[config.mk]
export PLATFORM = sky130hd
export DESIGN_NAME = lcd1602_writer
export DESIGN_NICKNAME = d
export VERILOG_FILES = /design/src/rtl/lcd1602_writer.sv
export SDC_FILE = /design/constraint.sdc
export NUM_CORES = 1
export LEC_CHECK = 0
export BUFFER_PORTS_ARGS = -buffer_cell sky130_fd_sc_hd__clkbuf_2
export CAP_MARGIN = 10
export CORE_MARGIN = 8
export CORE_UTILIZATION = 59
export DETAILED_ROUTE_END_ITERATION = 7
export PLACE_DENSITY = 0.95
export SLEW_MARGIN = 20
export SYNTH_ARGS = -nofsm -noshare
export SYNTH_HDL_FRONTEND = slang
export SYNTH_SLANG_ARGS = --single-unit
[constraint.sdc]
create_clock -name clk -period 6.62 [get_ports clk]
set_clock_uncertainty 0.05 [all_clocks]
set_input_delay 0.993 -clock clk [delete_from_list [all_inputs] [get_ports clk]]
set_output_delay 0.993 -clock clk [all_outputs]
set_load 0.01 [all_outputs]
[src/rtl/lcd1602_writer.sv]
// HD44780/LCD1602 8-bit parallel writer: power-on init, then repeated two-line frames from snapshots.
// Optional LCD1602_WRITE_ON_CHANGE_EN: skip frames whose snapshot matches the last one shown.
module lcd1602_writer #(
  parameter int unsigned PHASE_CYC = 4,
  parameter int unsigned CLR_WAIT  = 8
) (
  input  logic         clk,
  input  logic         rst,
  input  logic [127:0] line_rom1,
  input  logic [127:0] line_rom2,
  output logic         lcd_rs,
  output logic         lcd_rw,
  output logic         lcd_en,
  output logic [7:0]   lcd_data,
  output logic         frame_done
);

  localparam int unsigned CNT_MAX = (PHASE_CYC > CLR_WAIT) ? PHASE_CYC : CLR_WAIT;
  localparam int unsigned CNT_W   = $clog2(CNT_MAX + 1);

  typedef enum logic [2:0] {
    S_INIT, S_WAIT_CLR, S_SNAP, S_ADDR1, S_LINE1, S_ADDR2, S_LINE2, S_DONE
  } state_e;

  typedef enum logic [1:0] {P_SETUP, P_STROBE, P_HOLD} phase_e;

  state_e             state_q, state_d;
  phase_e             phase_q, phase_d;
  logic [CNT_W-1:0]   cnt_q, cnt_d;
  logic [3:0]         idx_q, idx_d;
  logic [127:0]       line1_q, line1_d, line2_q, line2_d;
  logic               rs_q, rs_d, en_q, en_d, fd_q, fd_d;
  logic [7:0]         data_q, data_d;
  logic               byte_end;
`ifdef LCD1602_WRITE_ON_CHANGE_EN
  logic               seen_q, seen_d;
`endif

  function automatic logic is_byte_state(input state_e s);
    return (s == S_INIT) || (s == S_ADDR1) || (s == S_LINE1) ||
           (s == S_ADDR2) || (s == S_LINE2);
  endfunction

  // State register and registered bus outputs
  always_ff @(posedge clk) begin
    if (rst) begin
      state_q <= S_INIT;
      phase_q <= P_SETUP;
      cnt_q   <= '0;
      idx_q   <= '0;
      line1_q <= '0;
      line2_q <= '0;
      rs_q    <= 1'b0;
      en_q    <= 1'b0;
      data_q  <= 8'h00;
      fd_q    <= 1'b0;
`ifdef LCD1602_WRITE_ON_CHANGE_EN
      seen_q  <= 1'b0;
`endif
    end else begin
      state_q <= state_d;
      phase_q <= phase_d;
      cnt_q   <= cnt_d;
      idx_q   <= idx_d;
      line1_q <= line1_d;
      line2_q <= line2_d;
      rs_q    <= rs_d;
      en_q    <= en_d;
      data_q  <= data_d;
      fd_q    <= fd_d;
`ifdef LCD1602_WRITE_ON_CHANGE_EN
      seen_q  <= seen_d;
`endif
    end
  end

  // Next state; outputs are derived from the next state so they line up with state_q
  always_comb begin
    state_d  = state_q;
    phase_d  = phase_q;
    cnt_d    = cnt_q;
    idx_d    = idx_q;
    line1_d  = line1_q;
    line2_d  = line2_q;
    byte_end = 1'b0;
`ifdef LCD1602_WRITE_ON_CHANGE_EN
    seen_d   = seen_q;
`endif

    if (is_byte_state(state_q)) begin
      if (cnt_q == CNT_W'(PHASE_CYC - 1)) begin
        cnt_d = '0;
        case (phase_q)
          P_SETUP:  phase_d = P_STROBE;
          P_STROBE: phase_d = P_HOLD;
          default: begin
            phase_d  = P_SETUP;
            byte_end = 1'b1;
          end
        endcase
      end else begin
        cnt_d = cnt_q + CNT_W'(1);
      end
    end

    case (state_q)
      S_INIT: if (byte_end) begin
        if (idx_q == 4'd3) begin
          idx_d   = '0;
          state_d = (CLR_WAIT == 0) ? S_SNAP : S_WAIT_CLR;
        end else begin
          idx_d = idx_q + 4'd1;
        end
      end
      S_WAIT_CLR: begin
        if (cnt_q == CNT_W'(CLR_WAIT - 1)) begin
          cnt_d   = '0;
          state_d = S_SNAP;
        end else begin
          cnt_d = cnt_q + CNT_W'(1);
        end
      end
      S_SNAP: begin
        line1_d = line_rom1;
        line2_d = line_rom2;
`ifdef LCD1602_WRITE_ON_CHANGE_EN
        if (!(seen_q && (line_rom1 == line1_q) && (line_rom2 == line2_q))) begin
          state_d = S_ADDR1;
        end
`else
        state_d = S_ADDR1;
`endif
      end
      S_ADDR1: if (byte_end) state_d = S_LINE1;
      S_LINE1: if (byte_end) begin
        idx_d = idx_q + 4'd1;
        if (idx_q == 4'd15) state_d = S_ADDR2;
      end
      S_ADDR2: if (byte_end) state_d = S_LINE2;
      S_LINE2: if (byte_end) begin
        idx_d = idx_q + 4'd1;
        if (idx_q == 4'd15) state_d = S_DONE;
      end
      default: begin
        state_d = S_SNAP;
`ifdef LCD1602_WRITE_ON_CHANGE_EN
        seen_d  = 1'b1;
`endif
      end
    endcase

    rs_d   = rs_q;
    data_d = data_q;
    en_d   = is_byte_state(state_d) && (phase_d == P_STROBE);
    fd_d   = (state_d == S_DONE);
    case (state_d)
      S_INIT: begin
        rs_d = 1'b0;
        case (idx_d)
          4'd0:    data_d = 8'h38;
          4'd1:    data_d = 8'h0C;
          4'd2:    data_d = 8'h06;
          default: data_d = 8'h01;
        endcase
      end
      S_ADDR1: begin rs_d = 1'b0; data_d = 8'h80; end
      S_LINE1: begin rs_d = 1'b1; data_d = line1_q[{~idx_d, 3'b000} +: 8]; end
      S_ADDR2: begin rs_d = 1'b0; data_d = 8'hC0; end
      S_LINE2: begin rs_d = 1'b1; data_d = line2_q[{~idx_d, 3'b000} +: 8]; end
      default: ;
    endcase
  end

  assign lcd_rs     = rs_q;
  assign lcd_rw     = 1'b0;
  assign lcd_en     = en_q;
  assign lcd_data   = data_q;
  assign frame_done = fd_q;

endmodule
==> Yosys cells after proc, flatten, opt, wreduce, memory -nomap -nowiden <==
Cells that the tools add are included.
{ "totals": {"elab_cells": 81, "out_inout_bits": 12, "input_bits": 258, "ff_bits": 280} }
{ "op_classes": {"n_bitwise": 1, "shift": 2, "n_eq_ne": 19, "n_addsub": 2, "n_mux": 27, "n_reduce_logical": 20} }
{ "op_table": {"columns": ["cell", "n"], "rows": [
  ["128-bit by 8-bit indexed part select with 8-bit output", 2],
  ["8-bit one-hot mux with 5 select lines", 1],
  ["4-bit two-way mux", 7],
  ["3-bit two-way mux", 9],
  ["3-bit == test (second input constant)", 7],
  ["3-bit one-hot mux with 7 select lines", 1],
  ["6-bit one-hot mux with 3 select lines", 1],
  ["4-bit by 2-bit == test with 1-bit output (second input constant)", 3],
  ["3-bit by 2-bit == test with 1-bit output (second input constant)", 3],
  ["4-bit by 1-bit adder with 4-bit output (second input constant)", 2],
  ["1-bit logical OR", 8],
  ["4-bit one-hot mux with 2 select lines", 1],
  ["3-bit logical NOT", 2],
  ["2-bit OR reduction", 3],
  ["5-bit nonzero test", 1],
  ["2-bit by 1-bit == test with 1-bit output (second input constant)", 2],
  ["4-bit by 1-bit == test with 1-bit output (second input constant)", 1],
  ["4-bit by 3-bit == test with 1-bit output (second input constant)", 1],
  ["4-bit == test (second input constant)", 1],
  ["4-bit logical NOT", 1],
  ["2-bit two-way mux", 2],
  ["4-bit NOT", 1],
  ["2-bit one-hot mux with 2 select lines", 1],
  ["2-bit nonzero test", 2],
  ["6 further kinds", 8]
]} }

==> Depth between registers and ports, before layout <==
{ "depth": {"depth_word": 14, "mapped_depth": 13, "depth_no_buf": 9} }

==> Least setup slack after synthesis <==
No wires, ideal clock.
{ "synth_timing": {"path_type": "register -> register", "from": "reg state_q[2]", "to": "reg data_q[1], in the netlist lcd_data[1]", "period_less_slack_ns": 2.911, "arrival_time_ns": 2.773, "t_required_ns": 6.482, "slack_ns": 3.709, "stages_incl_launch_ff": 11, "n_path_buf": 2, "path_cell_list": "dfxtp_1 buf_6 or4_4 a2111o_1 and3_1 buf_2 mux2i_1 a32oi_1 a31oi_1 or4_1 o32ai_2"} }
{ "synth_via": {"elab_chain_len": 11, "word_cells_on_any_way": 40, "cone_classes": "eq/ne (12); shift (2); mux (16); bitwise (1); reduce/logical (9)"} }
{ "synth_lines": {"columns": ["element", "line_no", "source"], "rows": [
  ["from (decl)", "27", "state_e state_q, state_d;"],
  ["from (signal assigned)", "61", "state_q <= state_d;"],
  ["3-bit by 2-bit == test with 1-bit output or 3-bit logical NOT (tied branches)", "40, 106", null],
  ["1-bit logical OR (3 in series)", "40", "return (s == S_INIT) || (s == S_ADDR1) || (s == S_LINE1) ||"],
  ["1-bit logical OR", "41", "(s == S_ADDR2) || (s == S_LINE2);"],
  ["1-bit two-way mux", "90", "if (is_byte_state(state_q)) begin"],
  ["4-bit two-way mux, on equally long branches", "135, 140, 107", null],
  ["4-bit one-hot mux with 2 select lines", "106", "case (state_q)"],
  ["4-bit NOT, or another cell as far along", "167, 169", null],
  ["128-bit by 8-bit indexed part select with 8-bit output, or another cell as far along", "169", "S_LINE2: begin rs_d = 1'b1; data_d = line2_q[{~idx_d, 3'b000} +: 8]; end"],
  ["8-bit one-hot mux with 5 select lines", "156", "case (state_d)"],
  ["to (signal assigned)", "69", "data_q <= data_d;"],
  ["to (decl)", "33", "logic [7:0] data_q, data_d;"]
]} }
Several ways; a longest one is shown, not always the timed one.
A chain may end at the register's enable or synchronous reset.

==> Worst setup path after layout <==
{ "layout_timing": {"from": "reg cnt_q[0]", "to": "reg data_q[1], in the netlist lcd_data[1]"} }
{ "layout_via": {"elab_chain_len": 8, "word_cells_on_any_way": 28, "cone_classes": "eq/ne (8); shift (2); mux (14); bitwise (1); reduce/logical (3)"} }
{ "layout_lines": {"columns": ["element", "line_no", "source"], "rows": [
  ["from (decl)", "29", "logic [CNT_W-1:0] cnt_q, cnt_d;"],
  ["from (signal assigned)", "63", "cnt_q <= cnt_d;"],
  ["4-bit by 2-bit == test with 1-bit output", "91", "if (cnt_q == CNT_W'(PHASE_CYC - 1)) begin"],
  ["1-bit two-way mux", "91", null],
  ["1-bit two-way mux", "90", null],
  ["4-bit two-way mux, on equally long branches", "135, 140, 107", null],
  ["4-bit one-hot mux with 2 select lines", "106", null],
  ["4-bit NOT, or another cell as far along", "167, 169", null],
  ["128-bit by 8-bit indexed part select with 8-bit output, or another cell as far along", "169", null],
  ["8-bit one-hot mux with 5 select lines", "156", null]
]} }
Several ways; a longest one is shown, not always the timed one.

==> impl_metrics.py <==
metrics = {
    "timing": {
        "final_min_period_over_clock_period_pct": 66.4,
        "grt_setup_unrepaired": "false",
        "clock_period_minus_worst_slack_ps": 4390,
        "max_slew_margin_pct": 26.0,
        "setup_slack_ps": 2230,
        "report.final.slew_viol_count": 0,
        "fin_setup_tns_ps": 0,
        "tightestPinTransition_ps": 1110,
        "finalSetupViolations": 0,
        "finalHoldViolCount": 0,
        "clock.fmax_mhz": 228,
        "final.hold.worst_slack_ps": 405,
    },
    "cts": {
        "cts_post_setup_buffers_inserted": 0,
        "cts_tree": "yes",
        "clkSinkCount": 280,
        "cts.root.buffer_cell": "sky130_fd_sc_hd__clkbuf_16",
        "ctsHoldBuffers": 0,
        "insertion_delay_ps": 530,
        "clkSlewWorstSetupHoldPaths_ps": 70,
        "cts.htree.levels": 1,
        "cts.path.max_buffers": 3,
        "cts_repair_resize_count": 0,
        "cts_inserted_buffers": 27,
    },
    "setup_path": {
        "crit_type": "reg2reg",
        "cp.arrival_ps": 4790,
        "cp_data_required_time_ps": 7020,
        "cp-start-kind": "flop",
        "crit_fanout": 45,
        "worstSetupEndpointType": "flop",
    },
    "status": {
        "status": "complete, no violations",
    },
    "global_routing": {
        "initial_antenna_violation_count": 0,
        "via_count_of_the_first_global_routing_pass": 12400,
        "grt.overflow.total": 0,
        "grt_pass1_wl_mm": 63.7,
        "largest_net_degree_at_the_start_of_global_routing": 109,
        "globalRouteTotalUtil_pct": 30.2,
    },
    "yosys": {
        "netlist-cell-type-count": 67,
        "area_of_the_mapped_netlist_sq_um": 12300,
        "ys_ff_latch": 280,
        "avg_cell_area_syn_sq_um": 7.30,
        "async_reset_ff_share_pct": 0,
        "gate_count_post_synth": 1687,
        "synth_enable_flop_cells": 0,
        "yosysWarnings": 0,
        "syn_nets": 1947,
        "synth_seq_area_share_pct": 45.5,
        "dominantRegCellSynth": "sky130_fd_sc_hd__dfxtp_1",
    },
    "power_and_ir_drop": {
        "power_density_relative_to_cell_area_nw_per_um2": 230,
        "max-vdd-ir-drop_mv": 0.156,
        "swShare_pct": 21.2,
        "comb_power_share_pct": 3.6,
        "clockPowerShare_pct": 45.5,
        "sequentialPowerShare_pct": 50.9,
        "internal_power_uw": 2610,
        "leakage_uw": 0.00531,
        "net_switching_power_uw": 704,
    },
    "detailed_routing": {
        "drtIter0Drc": 1937,
        "routedWlPerCell_um": 19.4,
        "totalWireLength_mm": 41.8,
        "route.detailed.drc": 0,
        "detailroute.via_count": 12900,
        "post_drt_via_cell_ratio": 6.00,
        "drtAntennaViolNets": 0,
        "firstDrtPassIters": 6,
    },
    "placement": {
        "post-place-ws_ps": 2390,
        "place_hpwl_mm": 29.8,
        "io_buffers": 268,
        "gp_routability_congestion": 1.02,
    },
    "floorplan": {
        "fp.dieArea_sq_um": 25700,
        "initial_core_util_pct": 59.3,
        "coreArea_sq_um": 20800,
        "top_level_i_o_count": 270,
        "number_of_placement_rows": 53,
        "die_y_um": 160,
        "die_w_um": 160,
    },
    "layout": {
        "final_nets": 2123,
        "num_antenna_cells": 0,
        "syn2layout_area_growth_pct": 17.5,
        "drive_above_1_share_pct": 18.3,
        "final_core_util_pct": 69.7,
    },
    "worst_hold_path": {
        "hold_path_class": "reg2reg",
    },
    "job": {
        "cap_viol_max_count": 0,
    },
}
[area by class of cell]
type	instances	area, sq um
fillers	1544	6290
multi-input cells	1261	6150
flip-flops and latches	280	5610
repair buffers	285	1480
clock buffers	41	798
well taps	275	344
clock inverters	6	60.1
inverters	8	30.0
[cells in the mapped netlist, types with 4 or more instances]
cell / n / area share, %
sky130_fd_sc_hd__o22ai_1: 11 / 0.56
sky130_fd_sc_hd__o21ai_0: 10 / 0.41
sky130_fd_sc_hd__o221ai_1: 6 / 0.43
sky130_fd_sc_hd__and3_1: 4 / 0.20
sky130_fd_sc_hd__mux2i_1: 33 / 2.7
sky130_fd_sc_hd__a31oi_1: 14 / 0.71
sky130_fd_sc_hd__a32oi_1: 15 / 1.1
sky130_fd_sc_hd__inv_1: 8 / 0.24
sky130_fd_sc_hd__nor2_1: 43 / 1.3
sky130_fd_sc_hd__buf_2: 22 / 0.89
sky130_fd_sc_hd__nand4_1: 6 / 0.30
sky130_fd_sc_hd__nand2_1: 658 / 20
sky130_fd_sc_hd__o32ai_1: 5 / 0.36
sky130_fd_sc_hd__nor3_1: 19 / 0.77
sky130_fd_sc_hd__dfxtp_1: 280 / 46
sky130_fd_sc_hd__o211ai_1: 6 / 0.37
sky130_fd_sc_hd__nor2b_1: 5 / 0.25
sky130_fd_sc_hd__a22oi_1: 6 / 0.37
sky130_fd_sc_hd__nand2b_1: 6 / 0.30
sky130_fd_sc_hd__clkbuf_1: 106 / 3.2
sky130_fd_sc_hd__buf_4: 4 / 0.24
sky130_fd_sc_hd__a2111oi_0: 5 / 0.36
sky130_fd_sc_hd__a211oi_1: 11 / 0.67
sky130_fd_sc_hd__a21oi_1: 280 / 11
sky130_fd_sc_hd__a21o_1: 4 / 0.24
sky130_fd_sc_hd__buf_1: 4 / 0.12
sky130_fd_sc_hd__nand3_1: 47 / 1.9
sky130_fd_sc_hd__or3_1: 4 / 0.20
[final timing paths]
check | start | endpoint | slack [ps] | cells after the start
min | line1_q[43] | line1_q[43] | 400 | 2
min reg2reg | line1_q[43] | line1_q[43] | 400 | 2
max | cnt_q[0] | lcd_data[1] | 2230 | 10
max reg2reg | cnt_q[0] | lcd_data[1] | 2230 | 10
[metrics by stage]
step / cells / instance area [sq um] / power [uW]
2_1_floorplan: 1687 / 12300 / 1760
3_3_place_gp: 2109 / 13600 / 1840
5_1_grt: 2156 / 14500 / 3400
3_5_place_dp: 2109 / 13600 / 1840
4_1_cts: 2156 / 14500 / 3320
6_report: 2156 / 14500 / 3320
[cell families (layout without fill, tap and decap cells)]
logic type / after synthesis / after routing / share of synthesized area, %
adder cells (fa/ha/maj): 2 / 2 / 0.203
multiplexers: 34 / 34 / 2.77
buffers and inverters: 146 / 340 / 4.92
AO/OA/AOI/OAI: 410 / 410 / 19.7
flip-flops: 280 / 280 / 45.5
other: 1 / 1 / 0.0305
AND/OR/NAND/NOR: 809 / 809 / 26.5
XOR/XNOR: 5 / 5 / 0.356
[layout by cell type (no fill, tap or decap), types with 6 or more instances in the layout]
| cell | instances |
|---|---|
| sky130_fd_sc_hd__o22ai_1 | 11 |
| sky130_fd_sc_hd__a22oi_1 | 6 |
| sky130_fd_sc_hd__clkbuf_2 | 267 |
| sky130_fd_sc_hd__o211ai_1 | 6 |
| sky130_fd_sc_hd__dfxtp_1 | 280 |
| sky130_fd_sc_hd__o21ai_0 | 9 |
| sky130_fd_sc_hd__a21oi_1 | 280 |
| sky130_fd_sc_hd__clkbuf_16 | 27 |
| sky130_fd_sc_hd__nand2b_1 | 6 |
| sky130_fd_sc_hd__clkbuf_8 | 8 |
| sky130_fd_sc_hd__clkbuf_1 | 7 |
| sky130_fd_sc_hd__buf_4 | 17 |
| sky130_fd_sc_hd__nor2_1 | 40 |
| sky130_fd_sc_hd__a32oi_1 | 15 |
| sky130_fd_sc_hd__o221ai_1 | 6 |
| sky130_fd_sc_hd__nand2_1 | 658 |
| sky130_fd_sc_hd__mux2i_1 | 33 |
| sky130_fd_sc_hd__inv_1 | 8 |
| sky130_fd_sc_hd__nor3_1 | 19 |
| sky130_fd_sc_hd__nand4_1 | 6 |
| sky130_fd_sc_hd__nand3_1 | 47 |
| sky130_fd_sc_hd__a211oi_1 | 11 |
| sky130_fd_sc_hd__a31oi_1 | 14 |
[registers in the layout, indices dropped and copies added (netlist names)]
signal,count
state_q,3
idx_q,4
lcd_en,1
lcd_rs,1
line1_q,128
cnt_q,4
frame_done,1
phase_q,2
lcd_data,8
line2_q,128
[worst max-delay path, stage by stage, from the launching register on]
cell,delay (ps)
sky130_fd_sc_hd__dfxtp_1,370
sky130_fd_sc_hd__ha_1,290
sky130_fd_sc_hd__nand4bb_1,380
sky130_fd_sc_hd__o21ai_0,580
sky130_fd_sc_hd__and3_2,940
sky130_fd_sc_hd__buf_4,480
sky130_fd_sc_hd__nand2_1,100
sky130_fd_sc_hd__a32oi_1,200
sky130_fd_sc_hd__a31oi_1,150
sky130_fd_sc_hd__or4_1,560
sky130_fd_sc_hd__o32ai_2,200
[routing by layer]
| metal | vias to the layer above | global-route usage [%] | part of all wire, % |
|---|---|---|---|
| met5 | - | 0 | 0 |
| met4 | 0 | 15.3 | 5.2 |
| met3 | 174 | 7.40 | 12 |
| met2 | 837 | 48.1 | 45 |
| met1 | 5877 | 37.5 | 38 |
| li1 | 6047 | - | - |
[power by group through the flow]
stage | sequential [uW] | clock, uW | combinational [uW]
after floorplan | 1730 | 0 | 33.3
after global placement | 1730 | 0 | 113
after detailed placement | 1730 | 0 | 115
after CTS | 1690 | 1510 | 116
after global routing | 1690 | 1580 | 127
final | 1690 | 1510 | 118
Note: power is estimated with default switching activity, not from simulation.
